### src/rtl/ae_frame_rx_if.sv
// Byte-stream side and FC-layer side of the frame receiver, bundled as one interface.
interface ae_frame_rx_if #(
    parameter int unsigned DATA_W = 8
) ();
    logic              rx_data_valid;
    logic [DATA_W-1:0] rx_data;
    logic [DATA_W-1:0] out_dat;
    logic              out_valid;
    logic              busy;
    logic              frame_ok;
    logic              frame_err;

    modport master (
        output rx_data_valid, rx_data,
        input  out_dat, out_valid, busy, frame_ok, frame_err
    );

    modport slave (
        input  rx_data_valid, rx_data,
        output out_dat, out_valid, busy, frame_ok, frame_err
    );
endinterface

### src/rtl/ae_frame_rx.sv
// Sync-hunting frame receiver: buffers one payload, verifies an 8-bit additive checksum and
// replays the payload to the FC layer as back-to-back valid beats only when it matches.
module ae_frame_rx #(
    parameter int unsigned       DIM_INPUT   = 96,
    parameter int unsigned       DATA_W      = 8,
    parameter logic [DATA_W-1:0] SYNC_BYTE   = 8'hA5,
    parameter int unsigned       TIMEOUT_CYC = 174000
) (
    input logic          clk,
    input logic          rst_n,
    ae_frame_rx_if.slave bus
);
    localparam int unsigned       CNT_W    = $clog2(DIM_INPUT + 1);
    localparam int unsigned       GAP_W    = $clog2(TIMEOUT_CYC + 1);
    localparam logic [CNT_W-1:0]  LAST_IDX = CNT_W'(DIM_INPUT - 1);
    localparam logic [GAP_W-1:0]  GAP_MAX  = GAP_W'(TIMEOUT_CYC - 1);

    typedef enum logic [1:0] {StIdle, StPayload, StCheck, StPlay} state_e;

    state_e            state_q;
    logic [CNT_W-1:0]  byte_cnt_q;
    logic [CNT_W-1:0]  rd_ptr_q;
    logic [GAP_W-1:0]  gap_q;
    logic [DATA_W-1:0] sum_q;
    logic [DATA_W-1:0] frame_buf [DIM_INPUT];
    logic              wr_en;

    assign wr_en    = (state_q == StPayload) && bus.rx_data_valid;
    assign bus.busy = (state_q != StIdle);

    // Buffer has no reset so it can map onto RAM.
    always_ff @(posedge clk) begin
        if (wr_en) begin
            frame_buf[byte_cnt_q] <= bus.rx_data;
        end
    end

    always_ff @(posedge clk or negedge rst_n) begin
        if (!rst_n) begin
            state_q       <= StIdle;
            byte_cnt_q    <= '0;
            rd_ptr_q      <= '0;
            gap_q         <= '0;
            sum_q         <= '0;
            bus.out_dat   <= '0;
            bus.out_valid <= 1'b0;
            bus.frame_ok  <= 1'b0;
            bus.frame_err <= 1'b0;
        end else begin
            bus.out_valid <= 1'b0;
            bus.frame_ok  <= 1'b0;
            bus.frame_err <= 1'b0;
            unique case (state_q)
                StIdle: begin
                    if (bus.rx_data_valid && (bus.rx_data == SYNC_BYTE)) begin
                        state_q    <= StPayload;
                        byte_cnt_q <= '0;
                        sum_q      <= '0;
                        gap_q      <= '0;
                    end
                end
                StPayload, StCheck: begin
                    if (bus.rx_data_valid) begin
                        gap_q <= '0;
                        if (state_q == StPayload) begin
                            sum_q      <= sum_q + bus.rx_data;
                            byte_cnt_q <= byte_cnt_q + 1'b1;
                            if (byte_cnt_q == LAST_IDX) begin
                                state_q <= StCheck;
                            end
                        end else if (bus.rx_data == sum_q) begin
                            bus.frame_ok <= 1'b1;
                            rd_ptr_q     <= '0;
                            state_q      <= StPlay;
                        end else begin
                            bus.frame_err <= 1'b1;
                            state_q       <= StIdle;
                        end
                    end else if (gap_q == GAP_MAX) begin
                        // Sender stalled mid-frame: drop the partial frame.
                        bus.frame_err <= 1'b1;
                        state_q       <= StIdle;
                    end else begin
                        gap_q <= gap_q + 1'b1;
                    end
                end
                StPlay: begin
                    bus.out_dat   <= frame_buf[rd_ptr_q];
                    bus.out_valid <= 1'b1;
                    rd_ptr_q      <= rd_ptr_q + 1'b1;
                    if (rd_ptr_q == LAST_IDX) begin
                        state_q <= StIdle;
                    end
                end
                default: state_q <= StIdle;
            endcase
        end
    end
endmodule
### src/flat_wrapper.sv
// flat-port wrapper written by rule: the top's interface ports become plain ports
module ae_frame_rx_flat 
#(
    parameter int unsigned       DIM_INPUT   = 96,
    parameter int unsigned       DATA_W      = 8,
    parameter logic [DATA_W-1:0] SYNC_BYTE   = 8'hA5,
    parameter int unsigned       TIMEOUT_CYC = 174000
)
  (clk, rst_n, bus_rx_data_valid, bus_rx_data, bus_out_dat, bus_out_valid, bus_busy, bus_frame_ok, bus_frame_err);
  ae_frame_rx_if #(.DATA_W(DATA_W)) bus_i ();
  input logic clk;
  input logic rst_n;
  input wire logic [$bits(bus_i.rx_data_valid)-1:0] bus_rx_data_valid;
  input wire logic [$bits(bus_i.rx_data)-1:0] bus_rx_data;
  output wire logic [$bits(bus_i.out_dat)-1:0] bus_out_dat;
  output wire logic [$bits(bus_i.out_valid)-1:0] bus_out_valid;
  output wire logic [$bits(bus_i.busy)-1:0] bus_busy;
  output wire logic [$bits(bus_i.frame_ok)-1:0] bus_frame_ok;
  output wire logic [$bits(bus_i.frame_err)-1:0] bus_frame_err;
  assign bus_i.rx_data_valid = bus_rx_data_valid;
  assign bus_i.rx_data = bus_rx_data;
  assign bus_out_dat = bus_i.out_dat;
  assign bus_out_valid = bus_i.out_valid;
  assign bus_busy = bus_i.busy;
  assign bus_frame_ok = bus_i.frame_ok;
  assign bus_frame_err = bus_i.frame_err;
  ae_frame_rx #(.DIM_INPUT(DIM_INPUT), .DATA_W(DATA_W), .SYNC_BYTE(SYNC_BYTE), .TIMEOUT_CYC(TIMEOUT_CYC)) u_core (.clk(clk), .rst_n(rst_n), .bus(bus_i));
endmodule
### config.mk
export PLATFORM = sky130hd
export DESIGN_NAME = ae_frame_rx_flat
export DESIGN_NICKNAME = d
export VERILOG_FILES = /design/src/rtl/ae_frame_rx_if.sv /design/src/rtl/ae_frame_rx.sv /design/src/flat_wrapper.sv
export SDC_FILE = /design/constraint.sdc
export NUM_CORES = 1
export LEC_CHECK = 0
export CAP_MARGIN = 20
export CORE_MARGIN = 1.5
export CORE_UTILIZATION = 25
export CTS_CLUSTER_SIZE = 10
export DETAILED_ROUTE_END_ITERATION = 10
export PLACE_DENSITY_LB_ADDON = 0.1
export SLEW_MARGIN = 20
export SYNTH_ARGS = -nofsm -noshare
export SYNTH_HDL_FRONTEND = slang
export SYNTH_SLANG_ARGS = --single-unit
### constraint.sdc
create_clock -name clk -period 2.9 [get_ports clk]
set_input_delay 0.435 -clock clk [delete_from_list [all_inputs] [get_ports clk]]
set_output_delay 0.435 -clock clk [all_outputs]
set_load 0.05 [all_outputs]
### Word-level counts from Yosys, hierarchy flattened

Memories as Yosys holds them, arrays and structs flattened. A register that Yosys moved wholly into a read port is not among the register bits.
Cells that the tools add are included.

* register bits: 45
* latch bits: 0
* bits in writable memories: 768
* bits in read-only memories: 0
* input port bits: 11
* output and inout bits: 12
* memories: 1

* add/sub/neg operators: 4
* multipliers: 0
* divide/modulo/power cells: 0
* order comparisons: 0
* eq/ne operators: 17
* shifts and indexed selects: 0
* mux-type cells: 36
* bitwise gates (word level): 0
* reductions and logical operators: 12

Memory list
* u_core.frame_buf: words 96, bits a word 8, read ports 1, clocked after memory_dff 1, wr ports 1, line ae_frame_rx.sv:25 `logic [DATA_W-1:0] frame_buf [DIM_INPUT];`

Operators with widths (count)
* $mux 18: 3
* $mux 7: 6
* $pmux 18 s2: 1
* $pmux 7 s2: 2
* $mux 8: 3
* $add 18x1->18 const B: 1
* $eq 18x18->1 const B: 1
* $pmux 8 s2: 1
* $add 7x1->7 const B: 2
* $eq 7x7->1 const B: 2
* $mux 2: 7
* $mux 1: 12
* $reduce_and 4->1: 3
* $add 8x8->8: 1
* $eq 8x8->1: 1
* $eq 8x8->1 const B: 1
* $ne 2x1->1 const B: 4
* $pmux 2 s3: 1
* $reduce_bool 2->1: 3
* $eq 2x2->1 const B: 2
* $ne 2x2->1 const B: 2
* $ne 4x4->1 const B: 1
* $ne 3x2->1 const B: 1
* $ne 3x3->1 const B: 1
* other kinds (6): 7

### Logic depth before layout (Yosys ltp)

Gate-level depths: netlist of run 1.

* depth after elaboration: 5
* gate-level depth with buffers: 9
* gate-level depth less buffers: 7

### Worst setup path before layout of run 1

OpenSTA, ideal clock, no wires.

* path kind: register -> register
* from: register u_core.state_q[1]
* to: memory u_core.frame_buf[91][0] (enable)
* data arrival time: 1.864 ns
* data required time: 2.529 ns
* slack: 0.665 ns
* cell stages (with the launch flop): 7
* buffers on the path: 1
* path through: dfrtp_1 > inv_1 > ha_1 > and2_1 > clkbuf_1 > nand4b_1 > nor2_1

* cells in the longest elaborated chain, start to end: 4

RTL lines
* start, declared: line ae_frame_rx.sv:20 `state_e state_q;`
* start signal, assigned: line ae_frame_rx.sv:40 `state_q <= StIdle;`
* start signal, assigned: line ae_frame_rx.sv:56 `state_q <= StPayload;`
* start signal, assigned: line ae_frame_rx.sv:69 `state_q <= StCheck;`
* $eq 2x1->1: line ae_frame_rx.sv:28 `assign wr_en = (state_q == StPayload) && bus.rx_data_valid;`
* $logic_and 1x1->1: line ae_frame_rx.sv:28
* $mux 1: line ae_frame_rx.sv:33 `if (wr_en) begin`
* $mux 1 (implied by the code): line ae_frame_rx.sv:34 `frame_buf[byte_cnt_q] <= bus.rx_data;`
* end, declared: line ae_frame_rx.sv:25

Every way passes these cells.

==> run_results.csv, run 1 <==
group,metric,value,unit
die,rows,133,
pwr,seq_power_share,44.5,%
finish,drive_above_1_share,27.0,%
worst_hold_path,min_to,"u_core.frame_buf[53][5]$_DFFE_PP_",
finish,postLayoutCoreUtil,30.1,%
worst_hold_path,hp-start,"bus_rx_data[5]",
synthesis,syn-mean-instance-area,19.0,um^2
pwr,clkPwrFrac,36.1,%
routing,vias,17500,
worst_hold_path,min_path_cells,1,
pwr,switching_power,0.00861,W
clock_network,cts_buffer_depth,3,
setup_path,setup.worst_path.class,"reg -> reg",
sta,grt_setup_unrepaired,"no",
sta,finalSetupViolCount,0,
sta,tightest_slew,1.03,ns
placed_design,place_inst,3645,
setup_path,crit_arrival,3.31,ns
routing,routed_wl,99.2,mm
setup_path,cp-end-kind,"flip-flop",
clock_network,cts_sinks,821,
synthesis,synthDistinctLibCells,68,
global_routing,grt_pass1_vias,18400,
setup_path,rr_endpoint,"u_core.bus.out_dat[1]$_DFFE_PN0N_",
die,ios,23,
sta,fmax,364,MHz
sta,finalClockSkew,0.0307,ns
synthesis,async_reset_ff_share,6.46,%
setup_path,reg2reg_from,"u_core.rd_ptr_q[0]$_DFFE_PN0P_",
clock_network,clkLatencyLatePin,0.67,ns
die,die_y,367,um
finish,syn2layout_area_growth,19.6,%
synthesis,synth_warnings,0,
finish,nets,2018,
synthesis,synth-seq-cells,821,
sta,setup_ws,0.150,ns
pwr,peakVddDrop,0.459,mV
synthesis,syn-num-nets,1774,
setup_path,start_kind,"flip-flop",
routing,first_iter_violations,1426,
synthesis,ys_seq_area_share,73.6,%
clock_network,h-tree-depth,3,
placed_design,pre_cts_slack,-0.00829,ns
pwr,swShare,28.2,%
synthesis,synth_area,33100,um^2
global_routing,overflow,0,
run_status,status,"finished, final reports clean",
finish,final_common_cell,"edfxtp_1",
synthesis,yosys.area.top_type,"edfxtp_1",
sta,slew_viol_final,0,
placed_design,post-dp-hpwl,64.5,mm
synthesis,netlist_instances,1747,
clock_network,path_clk_slew,0.06,ns
finish,final_cells,3804,
pwr,p_int,0.0219,W
die,die_area,135000,um^2
sta,slew_headroom,31.3,%
global_routing,grt_max_degree,83,
clock_network,post-cts-setup-buffers,0,
die,start_util,25.2,%
finish,fillCellCount,12900,
setup_path,r2r_cells,8,
routing,post_drt_wl_per_cell,26.1,um
setup_path,path_max_fanout,33,
synthesis,synthFlopType,"edfxtp_1",
clock_network,cts_tree,"done",
die,core_area,131000,um^2
pwr,p_per_area,770,nW/um^2
die,die_w,367,um
global_routing,globalRouteTotalUtil,14.8,%
sta,fin_crit,2.75,ns
synthesis,synth_area_leaders,"edfxtp_1 (70%), mux4_2 (12%), dfrtp_1 (4.0%)",
pwr,p_leak,12.5,nW
sta,finalCritPeriodShare,94.8,%
routing,route.detailed.drc,0,
run,drv_cap,0,
global_routing,grt_first_pass_wirelength,142,mm
pwr,comb_power_share,19.5,%
routing,ant_nets,0,
worst_hold_path,hold_class,"in -> reg",
setup_path,cp_data_required_time,3.46,ns
synthesis,netlist.area_leader.share,69.6,%
synthesis,synth-edff-count,768,
placed_design,gp_congestion,0.764,
clock_network,numCtsBuffers,98,
setup_path,rrSetupSlack,0.15,ns
placed_design,port_buffers,22,
finish,final_cell_mix,"edfxtp_1 (768), buf_4 (204), mux4_2 (180)",
clock_network,clock-root-buffer,"clkbuf_16",
routing,via_per_inst,4.59,
routing,firstDrtPassIters,5,
global_routing,antenna_found_initial,5,
sta,hold_viol_final,0,
## cell type report
cell class	instances	area, um^2	share of cell area (%)
Antenna cell	3	7.51	0.0190
Sequential cell	821	24400	61.6
Inverter	19	71.3	0.180
Clock buffer	137	2680	6.77
Tap cell	1755	2200	5.54
Clock inverter	18	92.6	0.234
Multi-Input combinational cell	817	8190	20.7
Timing Repair Buffer	234	1980	4.99
## stage by stage
step	power (W)	TNS (ns)	area (um^2)	hold slack, ns
global route	0.0317	0	39600	0.155
finish	0.0305	0	39600	0.182
floorplan	0.0172	0	33100	0.139
CTS	0.0310	0	39600	0.130
detailed placement	0.0198	-0.00829	36800	0.415
global placement	0.0198	-0.0935	36800	0.407
## power groups by stage
stage / registers [W] / logic [W] / clock network [W]
detailed placement: 0.0138 / 0.00604 / 0
global route: 0.0136 / 0.00636 / 0.0118
CTS: 0.0136 / 0.00606 / 0.0114
global placement: 0.0138 / 0.00602 / 0
floorplan: 0.0138 / 0.00339 / 0
finish: 0.0136 / 0.00594 / 0.0110
## flip-flops by register name, summed over array words and instances, names as in the netlist
register              cells
u_core.sum_q              8
u_core.bus.frame_ok       1
u_core.state_q            2
u_core.frame_buf        768
u_core.bus.frame_err      1
u_core.bus.out_dat        8
u_core.rd_ptr_q           7
u_core.gap_q             18
u_core.bus.out_valid      1
u_core.byte_cnt_q         7
## critical path, cell delays in order (launching register included)
cell     delay [ns]
dfrtp_4        0.44
buf_12         0.21
buf_12         0.27
mux4_2         0.55
mux2i_1        0.57
a22oi_1        0.21
o31ai_1        0.13
buf_4          0.16
a21oi_1        0.05
## routing by layer
metal | vias up | GRT usage [%] | routed length [um]
met5 | - | 0 | 0
li1 | 7608 | - | -
met4 | 0 | 4.07 | 2470
met1 | 9383 | 20.8 | 46500
met2 | 353 | 23.0 | 45800
met3 | 127 | 2.97 | 4440
## cells by family (layout without fill, tap and decap cells)
| logic type | count (synthesis) | in the layout | share of synthesized area, % |
|---|---|---|---|
| other cells | 0 | 3 | 0 |
| buf+inv | 109 | 408 | 1.66 |
| xor+xnor | 5 | 5 | 0.132 |
| simple gates | 352 | 352 | 5.30 |
| fa+ha+maj | 16 | 16 | 0.627 |
| compound gates | 178 | 178 | 3.71 |
| flops | 821 | 821 | 73.6 |
| mux | 266 | 266 | 14.9 |
## timing repair
item,in CTS,in global routing
hold buffers,1,0
setup endpoints to repair,1,0
endpoints found under the hold margin,13,0
resized for setup,1,0
## cells in the mapped netlist, drive strengths merged, types with 11 or more instances
cell    instances
nand4          13
ha             15
or3            12
o31ai          21
clkbuf         34
edfxtp        768
mux4          180
mux2           27
nor2          129
dfrtp          53
o21ai          29
nand2b         11
mux2i          59
a22oi          22
o22ai          24
inv            18
a21oi          27
buf            56
a22o           16
or4            14
nand3          35
nand2          70
## worst max-delay path by stage
stage | endpoint | startpoint | slack [ns] | cells past startpoint
floorplan | u_core.frame_buf[91][0]$_DFFE_PP_ | u_core.state_q[1]$_DFFE_PN0P_ | 0.67 | 6
global placement | u_core.bus.out_dat[4]$_DFFE_PN0N_ | u_core.rd_ptr_q[0]$_DFFE_PN0P_ | -0.09 | 7
detailed placement | u_core.bus.out_dat[4]$_DFFE_PN0N_ | u_core.rd_ptr_q[0]$_DFFE_PN0P_ | -0.008 | 7
CTS | bus_busy | u_core.state_q[0]$_DFFE_PN0P_ | 0.07 | 4
global route | bus_busy | u_core.state_q[0]$_DFFE_PN0P_ | 0.03 | 4
finish | u_core.bus.out_dat[1]$_DFFE_PN0N_ | u_core.rd_ptr_q[0]$_DFFE_PN0P_ | 0.15 | 8
Note: power is estimated with default switching activity, not from simulation.
==> run 2, diff against run 1 <==
--- a/config.mk
+++ b/config.mk
@@ -12,5 +12,5 @@
 export DETAILED_ROUTE_END_ITERATION = 10
 export PLACE_DENSITY_LB_ADDON = 0.1
-export SLEW_MARGIN = 20
+export SLEW_MARGIN = 30
 export SYNTH_ARGS = -nofsm -noshare
 export SYNTH_HDL_FRONTEND = slang
==> constraint.sdc (replaced) <==
create_clock -name clk -period 2.9 [get_ports clk]
set_input_delay 0.435 -clock clk [delete_from_list [all_inputs] [get_ports clk]]
set_output_delay 0.435 -clock clk [all_outputs]
set_load 0.005 [all_outputs]
==> run 2 against run 1 <==
  * Count of clock-buffer cells in the layout unchanged
  * Non-clock buffer count increased by 1
  * Critical path depth unchanged
  * Cell count about the same
  * Global-route usage unchanged
  * Clock power about the same
  * Clock skew about the same
  * Sequential share of layout area about the same
  * Combinational power decreased by 4.2%
  * Critical endpoint unchanged
==> run_results.csv, run 2 (synthesis gave the netlist of run 1 again) <==
group,metric,value,unit
run_status,status,"finished, final reports clean",
setup_path,cp-end-kind,"flip-flop",
clock_network,numCtsBuffers,98,
global_routing,grt_max_degree,83,
setup_path,start_kind,"flip-flop",
routing,firstDrtPassIters,5,
clock_network,cts_tree,"done",
setup_path,cp_slowest_cell,"mux2i_1",
placed_design,port_buffers,22,
global_routing,grt_pass1_vias,18400,
pwr,switching_power,0.00837,W
finish,final_cell_mix,"edfxtp_1 (768), buf_4 (204), mux4_2 (180)",
global_routing,grt_first_pass_wirelength,142,mm
clock_network,h-tree-depth,3,
routing,post_drt_wl_per_cell,26.1,um
finish,syn2layout_area_growth,19.7,%
die,ios,23,
pwr,comb_power_share,18.8,%
sta,finalCritPeriodShare,95.3,%
sta,slew_headroom,37.8,%
finish,largest_reg_flops,768,
setup_path,reg2reg_from,"u_core.rd_ptr_q[0]$_DFFE_PN0P_",
sta,slew_viol_final,0,
die,rows,133,
finish,multi_input_area,8190,um^2
pwr,p_per_area,763,nW/um^2
sta,hold_viol_final,0,
finish,final_common_cell,"edfxtp_1",
setup_path,path_buf_inv,3,
worst_hold_path,hp-start,"bus_rx_data[5]",
clock_network,cts_sinks,821,
worst_hold_path,hold_class,"in -> reg",
routing,vias,17500,
setup_path,path_max_fanout,33,
sta,fin_crit,2.76,ns
finish,top_regs,"u_core.frame_buf: 768 flops, u_core.gap_q: 18 flops",
global_routing,overflow,0,
routing,first_iter_violations,1367,
sta,setup_tns,0,ns
sta,tightest_slew,0.934,ns
clock_network,post-cts-setup-buffers,0,
sta,finalClockSkew,0.0312,ns
sta,finalSetupViolCount,0,
pwr,p_int,0.0219,W
setup_path,crit_top_cell,"buf_12",
routing,routed_wl,99.4,mm
setup_path,crit_start,"u_core.rd_ptr_q[0]$_DFFE_PN0P_",
pwr,peakVddDrop,0.459,mV
sta,grt_setup_unrepaired,"no",
sta,setup_ws,0.137,ns
die,die_y,367,um
placed_design,gp_congestion,0.764,
clock_network,clkLatencyLatePin,0.68,ns
global_routing,antenna_found_initial,5,
finish,drive_above_1_share,27.1,%
clock_network,clock-root-buffer,"clkbuf_16",
pwr,p_leak,12.5,nW
setup_path,rrSetupSlack,0.14,ns
routing,via_per_inst,4.60,
pwr,clkPwrFrac,36.4,%
finish,fillCellCount,12900,
setup_path,cpPeakStageDelay,0.58,ns
setup_path,setup.worst_path.class,"reg -> reg",
finish,nets,2019,
die,core_area,131000,um^2
setup_path,cp_cell_sequence,"buf_12 > buf_12 > mux4_2 > mux2i_1 > a22oi_1 > o31ai_1 > buf_4 > a21oi_1",
die,die_area,135000,um^2
die,die_w,367,um
placed_design,pre_cts_slack,-0.00829,ns
finish,seqCellArea,24400,um^2
sta,fmax,362,MHz
pwr,seq_power_share,44.8,%
placed_design,post-dp-hpwl,64.5,mm
clock_network,path_clk_slew,0.06,ns
setup_path,cp_top_family,"multiplexers",
routing,route.detailed.drc,0,
clock_network,cts_buffer_depth,3,
setup_path,crit_arrival,3.32,ns
routing,ant_nets,0,
die,start_util,25.2,%
global_routing,globalRouteTotalUtil,14.8,%
finish,postLayoutCoreUtil,30.2,%
pwr,swShare,27.7,%
setup_path,cp_data_required_time,3.46,ns
finish,top_register,"u_core.frame_buf",
run,drv_cap,0,
## run 2: layout make-up
cell class	count	area share [%]
Clock buffer	137	6.76
Clock inverter	18	0.234
Timing Repair Buffer	235	5.06
Sequential cell	821	61.5
Inverter	19	0.180
Tap cell	1755	5.54
Antenna cell	3	0.0189
Multi-Input combinational cell	817	20.7
## run 2: worst paths after layout
| path | to | cells after the start |
|---|---|---|
| max in group asynchronous | u_core.rd_ptr_q[2]$_DFFE_PN0P_ | 3 |
| worst min-delay path | u_core.frame_buf[53][5]$_DFFE_PP_ | 1 |
| worst max-delay path | u_core.bus.out_dat[1]$_DFFE_PN0N_ | 8 |
| min in group asynchronous | u_core.gap_q[6]$_DFFE_PN0P_ | 2 |
| worst max register to register | u_core.bus.out_dat[1]$_DFFE_PN0N_ | 8 |
| worst min register to register | u_core.sum_q[4]$_DFFE_PN0P_ | 2 |
## run 2: through the flow
stage / instances / hold slack, ns / total power (W) / cell area [um^2]
after global placement: 3645 / 0.407 / 0.0196 / 36800
after floorplan: 1747 / 0.139 / 0.0169 / 33100
after global routing: 3802 / 0.155 / 0.0315 / 39600
final: 3805 / 0.183 / 0.0303 / 39600
after detailed placement: 3645 / 0.415 / 0.0196 / 36800
after CTS: 3801 / 0.130 / 0.0308 / 39600
## run 2: worst reg2reg max path, stage by stage (launching register included)
cell and delay (ns):
dfrtp_4 0.44, buf_12 0.21, buf_12 0.29, mux4_2 0.58, mux2i_1 0.58, a22oi_1 0.22
o31ai_1 0.13, buf_4 0.16, a21oi_1 0.05
## run 2: layer usage
layer,vias up,wire length (um),track usage (%)
met3,122,4400,2.97
met4,0,2400,4.07
met1,9422,46700,20.8
met2,349,45900,23.0
li1,7607,-,-
met5,-,0,0
## run 2: timing repair
item,in CTS,in global routing
hold endpoints to repair,13,0
gates resized for setup,1,0
endpoints found under the setup margin,1,0
hold buffers,1,0
## run 2: power groups by stage
stage	registers [W]	clock network (W)	logic, W
2_1_floorplan	0.0136	0	0.00335
3_3_place_gp	0.0138	0	0.00577
3_5_place_dp	0.0138	0	0.00579
4_1_cts	0.0136	0.0114	0.00581
5_1_grt	0.0136	0.0118	0.00612
6_report	0.0136	0.0110	0.00569
